[src/rtl/muldiv_pkg.sv]
// Shared types for the iterative multiply/divide unit.
package muldiv_pkg;

   // Operation select, matches the encoding on the op port
   typedef enum logic [1:0] {
      OP_MUL  = 2'b00,   // low half of product
      OP_MULH = 2'b01,   // high half of product
      OP_DIV  = 2'b10,   // unsigned quotient
      OP_MOD  = 2'b11    // unsigned remainder
   } op_e;

   // Controller states
   typedef enum logic [1:0] {
      S_IDLE = 2'b00,
      S_RUN  = 2'b01,
      S_DONE = 2'b10
   } state_e;

   // Divide ops have op[1] set; they share the datapath with multiply
   function automatic logic is_div(input op_e op);
      return op[1];
   endfunction

endpackage

[src/rtl/muldiv_unit.sv]
// Iterative unsigned multiply/divide unit, one operand bit per cycle.
// A single {r_hi, r_lo} shift pair serves both algorithms:
//   MUL/MULH : r_lo starts as multiplier, r_opnd is multiplicand,
//              shift-add moves the product into {r_hi, r_lo}.
//   DIV/MOD  : r_lo starts as dividend, r_opnd is divisor,
//              restoring divide leaves quotient in r_lo, remainder in r_hi.
// A zero divisor never borrows, so quotient becomes all-ones and the
// remainder ends up equal to the dividend with no special casing.
module muldiv_unit
   import muldiv_pkg::*;
#(
   parameter int WIDTH = 8
) (
   input  logic             clock,
   input  logic             reset,
   input  logic             start,
   input  logic [1:0]       op,
   input  logic [1:0]       dst_addr,
   input  logic [WIDTH-1:0] rd_data,
   input  logic [WIDTH-1:0] rs_data,
   output logic             busy,
   output logic             w_en,
   output logic [1:0]       w_addr,
   output logic [WIDTH-1:0] w_data
);

   localparam int CW = (WIDTH > 1) ? $clog2(WIDTH) : 1;
   localparam logic [CW-1:0] LAST = CW'(WIDTH - 1);

   state_e           r_state, w_state_nxt;
   op_e              r_op;
   logic [1:0]       r_dst;
   logic [CW-1:0]    r_cnt;
   logic [WIDTH-1:0] r_opnd;
   logic [WIDTH-1:0] r_hi;
   logic [WIDTH-1:0] r_lo;

   logic             w_accept;
   logic             w_last;
   logic [WIDTH:0]   w_mul_sum;
   logic [WIDTH:0]   w_div_sh;
   logic [WIDTH+1:0] w_div_diff;
   logic             w_div_borrow;
   logic [WIDTH-1:0] w_result;

   assign w_accept = (r_state == S_IDLE) && start;
   assign w_last   = (r_cnt == LAST);

   // Per-cycle datapath step for both algorithms
   always_comb begin
      w_mul_sum    = {1'b0, r_hi};
      if (r_lo[0])
         w_mul_sum = {1'b0, r_hi} + {1'b0, r_opnd};
      // bring next dividend bit into the partial remainder, then trial subtract
      w_div_sh     = {r_hi, r_lo[WIDTH-1]};
      w_div_diff   = {1'b0, w_div_sh} - {2'b00, r_opnd};
      w_div_borrow = w_div_diff[WIDTH+1];
   end

   // Result select; both halves are already in place after WIDTH steps
   always_comb begin
      w_result = r_lo;
      case (r_op)
         OP_MUL:  w_result = r_lo;
         OP_MULH: w_result = r_hi;
         OP_DIV:  w_result = r_lo;
         OP_MOD:  w_result = r_hi;
         default: w_result = r_lo;
      endcase
   end

   // State register
   always_ff @(posedge clock or posedge reset) begin
      if (reset)
         r_state <= S_IDLE;
      else
         r_state <= w_state_nxt;
   end

   // Next state and state-decoded outputs; write-back only visible in DONE
   always_comb begin
      w_state_nxt = r_state;
      busy        = 1'b0;
      w_en        = 1'b0;
      w_addr      = 2'b00;
      w_data      = '0;
      case (r_state)
         S_IDLE: begin
            if (start)
               w_state_nxt = S_RUN;
         end
         S_RUN: begin
            busy = 1'b1;
            if (w_last)
               w_state_nxt = S_DONE;
         end
         S_DONE: begin
            busy        = 1'b1;
            w_en        = 1'b1;
            w_addr      = r_dst;
            w_data      = w_result;
            w_state_nxt = S_IDLE;
         end
         default: w_state_nxt = S_IDLE;
      endcase
   end

   // Operand latch and iteration; start is only honoured from IDLE
   always_ff @(posedge clock or posedge reset) begin
      if (reset) begin
         r_op   <= OP_MUL;
         r_dst  <= 2'b00;
         r_cnt  <= '0;
         r_opnd <= '0;
         r_hi   <= '0;
         r_lo   <= '0;
      end else if (w_accept) begin
         r_op   <= op_e'(op);
         r_dst  <= dst_addr;
         r_cnt  <= '0;
         r_hi   <= '0;
         if (op[1]) begin
            r_opnd <= rs_data;   // divisor
            r_lo   <= rd_data;   // dividend
         end else begin
            r_opnd <= rd_data;   // multiplicand
            r_lo   <= rs_data;   // multiplier
         end
      end else if (r_state == S_RUN) begin
         r_cnt <= r_cnt + 1'b1;
         if (is_div(r_op)) begin
            if (w_div_borrow)
               r_hi <= w_div_sh[WIDTH-1:0];
            else
               r_hi <= w_div_diff[WIDTH-1:0];
            r_lo <= {r_lo[WIDTH-2:0], ~w_div_borrow};
         end else begin
            {r_hi, r_lo} <= {w_mul_sum, r_lo[WIDTH-1:1]};
         end
      end
   end

endmodule

[config.mk]
export PLATFORM = sky130hd
export DESIGN_NAME = muldiv_unit
export DESIGN_NICKNAME = d
export VERILOG_FILES = /design/src/rtl/muldiv_pkg.sv /design/src/rtl/muldiv_unit.sv
export SDC_FILE = /design/constraint.sdc
export NUM_CORES = 1
export LEC_CHECK = 0
export CORE_MARGIN = 2
export CORE_UTILIZATION = 45
export CTS_CLUSTER_SIZE = 12
export DETAILED_ROUTE_END_ITERATION = 12
export DONT_BUFFER_PORTS = 1
export HOLD_SLACK_MARGIN = 0.05
export PLACE_DENSITY = 0.58
export SLEW_MARGIN = 20
export SYNTH_ARGS = -nofsm -noshare
export SYNTH_HDL_FRONTEND = slang
export SYNTH_SLANG_ARGS = --single-unit
[constraint.sdc]
create_clock -name clock -period 5.9 [get_ports clock]
set_clock_uncertainty 0.05 [all_clocks]
set_input_delay 0.59 -clock clock [delete_from_list [all_inputs] [get_ports clock]]
set_output_delay 0.59 -clock clock [all_outputs]
set_load 0.005 [all_outputs]
**Word-level counts from Yosys, hierarchy flattened**

Index checks and enable logic that the tools add are counted.

- Equal/unequal tests: 8
- $add $sub $neg: 3
- Bitwise logic cells: 1
- Multiplexer cells: 20
- Reduce and logical (&&, ||, !) cells: 8

Operators by type and width:

| operator | number |
|---|---|
| $mux W8 | 10 |
| $pmux W8 S2 | 1 |
| $sub A9 B8 Y10 | 1 |
| $add A8 B8 Y9 | 1 |
| $mux W9 | 1 |
| $eq A2 B2 Y1 const B | 3 |
| $mux W2 | 3 |
| $mux W3 | 2 |
| $reduce_or A2 Y1 | 3 |
| $eq A2 B1 Y1 const B | 2 |
| $logic_not A2 Y1 | 2 |
| $ne A2 B2 Y1 const B | 2 |
| $pmux W2 S2 | 1 |
| $add A3 B1 Y3 const B | 1 |
| $eq A3 B3 Y1 const B | 1 |
| $mux W1 | 2 |
| $reduce_and A2 Y1 | 1 |
| $reduce_bool A2 Y1 | 1 |
| $logic_and A1 B1 Y1 | 1 |
| $not A1 Y1 | 1 |

- Register bits: 33
- Input port bits: 23
- Word-level logic and storage cells: 47

**Logic depth before layout (Yosys ltp)**

- Word-level depth: 5
- Mapped depth: 9
- Depth with buffers taken out: 9

**Worst setup path before layout**

No wires, ideal clock.

- Path kind: register to register
- Start: register r_hi[0]
- End: register r_hi[7]
- Arrival time: 1.946 ns
- Stages on the path, launching flop included: 9
- Data required time: 5.725 ns
- Period minus slack after synthesis: 2.121 ns
- Path buffers: 0
- Setup slack: 3.779 ns
- Path through: dfrtp_1 -> ha_1 -> fa_1 -> a21o_1 -> a21oi_1 -> o21bai_1 -> a21o_1 -> a31oi_1 -> nor4_2

- Cells in the longest elaborated chain, start to end: 5

Ends and longest elaborated chain:

| item | line | text |
|---|---|---|
| start: declaration | muldiv_unit.sv:35 | `logic [WIDTH-1:0] r_hi;` |
| start signal: assignment | muldiv_unit.sv:133 | `r_hi <= w_div_sh[WIDTH-1:0];` |
| start signal: assignment | muldiv_unit.sv:135 | `r_hi <= w_div_diff[WIDTH-1:0];` |
| start signal: assignment | muldiv_unit.sv:138 | `{r_hi, r_lo} <= {w_mul_sum, r_lo[WIDTH-1:1]};` |
| $sub A9 B8 Y10 / $add A8 B8 Y9 (equally long branches) | muldiv_unit.sv:56, muldiv_unit.sv:53 |  |
| $mux W8 / $mux W9 (equally long branches) | muldiv_unit.sv:132, muldiv_unit.sv:52 |  |
| $mux W8 (*) | muldiv_unit.sv:131 | `if (is_div(r_op)) begin` |
| $mux W8 (*) | muldiv_unit.sv:129 | `end else if (r_state == S_RUN) begin` |
| $mux W8 (*) | muldiv_unit.sv:117 | `end else if (w_accept) begin` |

Every way passes the cells marked *; elsewhere a longest branch is shown, timed or not. The select of a mux whose other input is x is not followed.
A chain may end at the register's enable or synchronous reset.

**Worst setup path after layout**

Same ends and word-level chain as after synthesis.

==> metrics <==
status finished, final reports clean; final WL 6160 microns; min Tclk post-route 2.35 ns; setup_tns 0 ns; Syn Std Cell Area 2710 sq um; fin area 2870 sq um; Core Util, Final 48.8%; die area 6670 sq um; pin count of the biggest net entering global routing 39; gr ovfl total 0; fmax 426 MHz; Post-Syn Instances 310; Rel. slew slack 42.9%; cts repair resizes 0; Worst Tran Pin Value 0.856 ns; CTS tree yes; n_diodes 0; Worst Hold Class in2async; Starting Density 46.1%; share of layout cells above drive strength 1 5.26%; Clock transition at path regs 0.07 ns; Max Transition Viols Final 0; #FFs+latches synth 33; Die Ht 81.7 microns; Placed Area 2760 sq um; syn avg cell area 8.75 sq um; Port Buf Inserts 0; Pre-Repair DR Iteration Count 4; Via density 5.69; logic gate share of total power 60.2%; DRC 0; final hold violations 0; Net Sw Power 0.876 mW; sequential share of the synthesized area 30.4%; clk_lat worst skew 0.28 ns; Post-synth ARST share 100%; Detail Placement HPWL 4600 microns; wire per inst 16.3 microns; Fill cells 582; Final period util 39.8%; clk sinks 33; Critical Path RT 5.99 ns; Peak supply drop 0.262 mV; Post-synth EDFFs 0; RSZ-0062 raised after global routing no; warnings from Yosys 0; Final setup violation count 0; nets 350; CORE AREA 5890 sq um; crit end category flip-flop; count leader, synth mux2i_1; area share of the largest cell type after synthesis 30.4%; # IOs 35; top cells by area, synth dfrtp_1 (30%), mux2i_1 (14%), ha_1 (10%); Worst EP arrival 2.44 ns; clock power share 11.9%; switching part of the total 47.0%; Synth Flop Type dfrtp_1; worst-path maximum fanout 6; crit start category flip-flop; vias in the first global route 2117; Power Total 1.86 mW; Iter 0 DRT Violations 195; Placement Rows 28; Synth area leader dfrtp_1; htree depth 2; hold_buf cts 0; sequential share of power 27.9%; Synth top cells by count mux2i_1 (37), nand2_1 (34), dfrtp_1 (33); gp weighted congestion 0.816; Post-Syn Nets 357; number of antenna violations at the first check in global routing 0; global-route wire length before repair 10700 microns; CP Class reg2reg; CTS root buffer clkbuf_8; Lkg Pwr 1.32 nW; via count 2157; Post-CTS Setup Repair Bufs 0; ANT nets after route 0; Worst R2R Setup Slack 3.55 ns; GRT Overall Usage 20.8%; cell area power density 648 nW/um^2; CTS max path bufs 2; cts bufs inserted 5; Netlist cell types 44; Area Growth Syn to Fin 5.90%; Power Internal 0.987 mW; die width 81.7 microns; Max Cap Violations 0
[layout make-up]
class                   instances  area, sq um  area share [%]
inverters                      18         67.6            2.35
flip-flops and latches         33          826            28.7
multi-input cells             242         1750            60.8
repair buffers                  3         22.5           0.784
clock inverters                 1         30.0            1.04
well taps                      75         93.8            3.27
clock buffers                   7         86.3            3.00
[critical path: stages (launching register included)]
cell and delay [ns]:
dfrtp_1 0.44, ha_1 0.25, fa_1 0.41, a21o_1 0.17, a21oi_1 0.33, o21bai_1 0.11, a21o_1 0.18, a31oi_1 0.21
nor4_2 0.07
[layout by cell type (no fill, tap or decap), types with 2 or more instances in the layout]
master     synthesis  routed
o31ai_2            2       2
nor2_1            17      17
nand2b_1           3       3
mux2i_1           37      37
buf_4              0       3
dfrtp_1           33      33
a21o_1             4       4
o21ai_0           12      12
or3_1              2       2
a31oi_1            2       2
o221ai_1           2       2
clkbuf_8           0       6
ha_1              22      22
nand3b_1           3       3
a211oi_1           9       9
nor2b_1           13      13
o31ai_1            2       2
nor3_1             2       2
and2_1             3       3
a21oi_1           18      18
xor2_1             4       4
fa_1               2       2
nand2_1           34      34
xnor2_1            5       5
o21ai_1           17      17
inv_1             18      18
o211ai_1           9       9
o2111ai_1          2       2
o21a_1             3       3
[through the flow]
step	setup slack [ns]	cells	hold slack, ns
3_3_place_gp	3.62	371	0.403
4_1_cts	3.56	379	0.253
5_1_grt	3.34	379	0.298
2_1_floorplan	3.78	310	0.387
6_report	3.55	379	0.242
3_5_place_dp	3.56	371	0.406
[power by group through the flow]
| stage | Sequential [mW] | Combinational (mW) | Clock [mW] |
|---|---|---|---|
| final | 0.520 | 1.12 | 0.222 |
| after global routing | 0.541 | 1.28 | 0.236 |
| after CTS | 0.518 | 1.13 | 0.227 |
| after detailed placement | 0.524 | 1.12 | 0 |
| after global placement | 0.520 | 1.11 | 0 |
| after floorplan | 0.418 | 1.00 | 0 |
[cell families after synthesis]
group / Yosys count / synth area share, %
AO/OA/AOI/OAI: 89 / 21.1
adder cells (fa/ha/maj): 24 / 11.6
buffers and inverters: 35 / 5.16
AND/OR/NAND/NOR: 82 / 14.7
multiplexers: 38 / 14.1
flip-flops: 33 / 30.4
XOR/XNOR: 9 / 2.90
[registers in the layout, indices dropped and copies added (netlist names)]
name and cells:
r_hi 8, r_lo 8, r_opnd 8, r_cnt 3, r_dst 2, r_op 2, r_state 2
[worst paths after layout]
path,from,end,cells after the start
worst max-delay path,r_hi[0]$_DFFE_PP0P_,r_hi[7]$_DFFE_PP0P_,8
min in group clock,dst_addr[0],r_dst[0]$_DFFE_PP0P_,2
worst max register to register,r_hi[0]$_DFFE_PP0P_,r_hi[7]$_DFFE_PP0P_,8
worst min register to register,r_dst[0]$_DFFE_PP0P_,r_dst[0]$_DFFE_PP0P_,2
max in group asynchronous,reset,r_hi[0]$_DFFE_PP0P_,2
worst min-delay path,reset,r_dst[1]$_DFFE_PP0P_,2
[routing by layer]
layer	share of wire (%)	vias up	global-route usage, %
li1	-	1095	-
met1	49	1017	30.4
met2	47	41	32.0
met3	3.2	4	3.41
met4	0.50	0	5.17
met5	0	-	0
(Power assumes the default switching activity.)
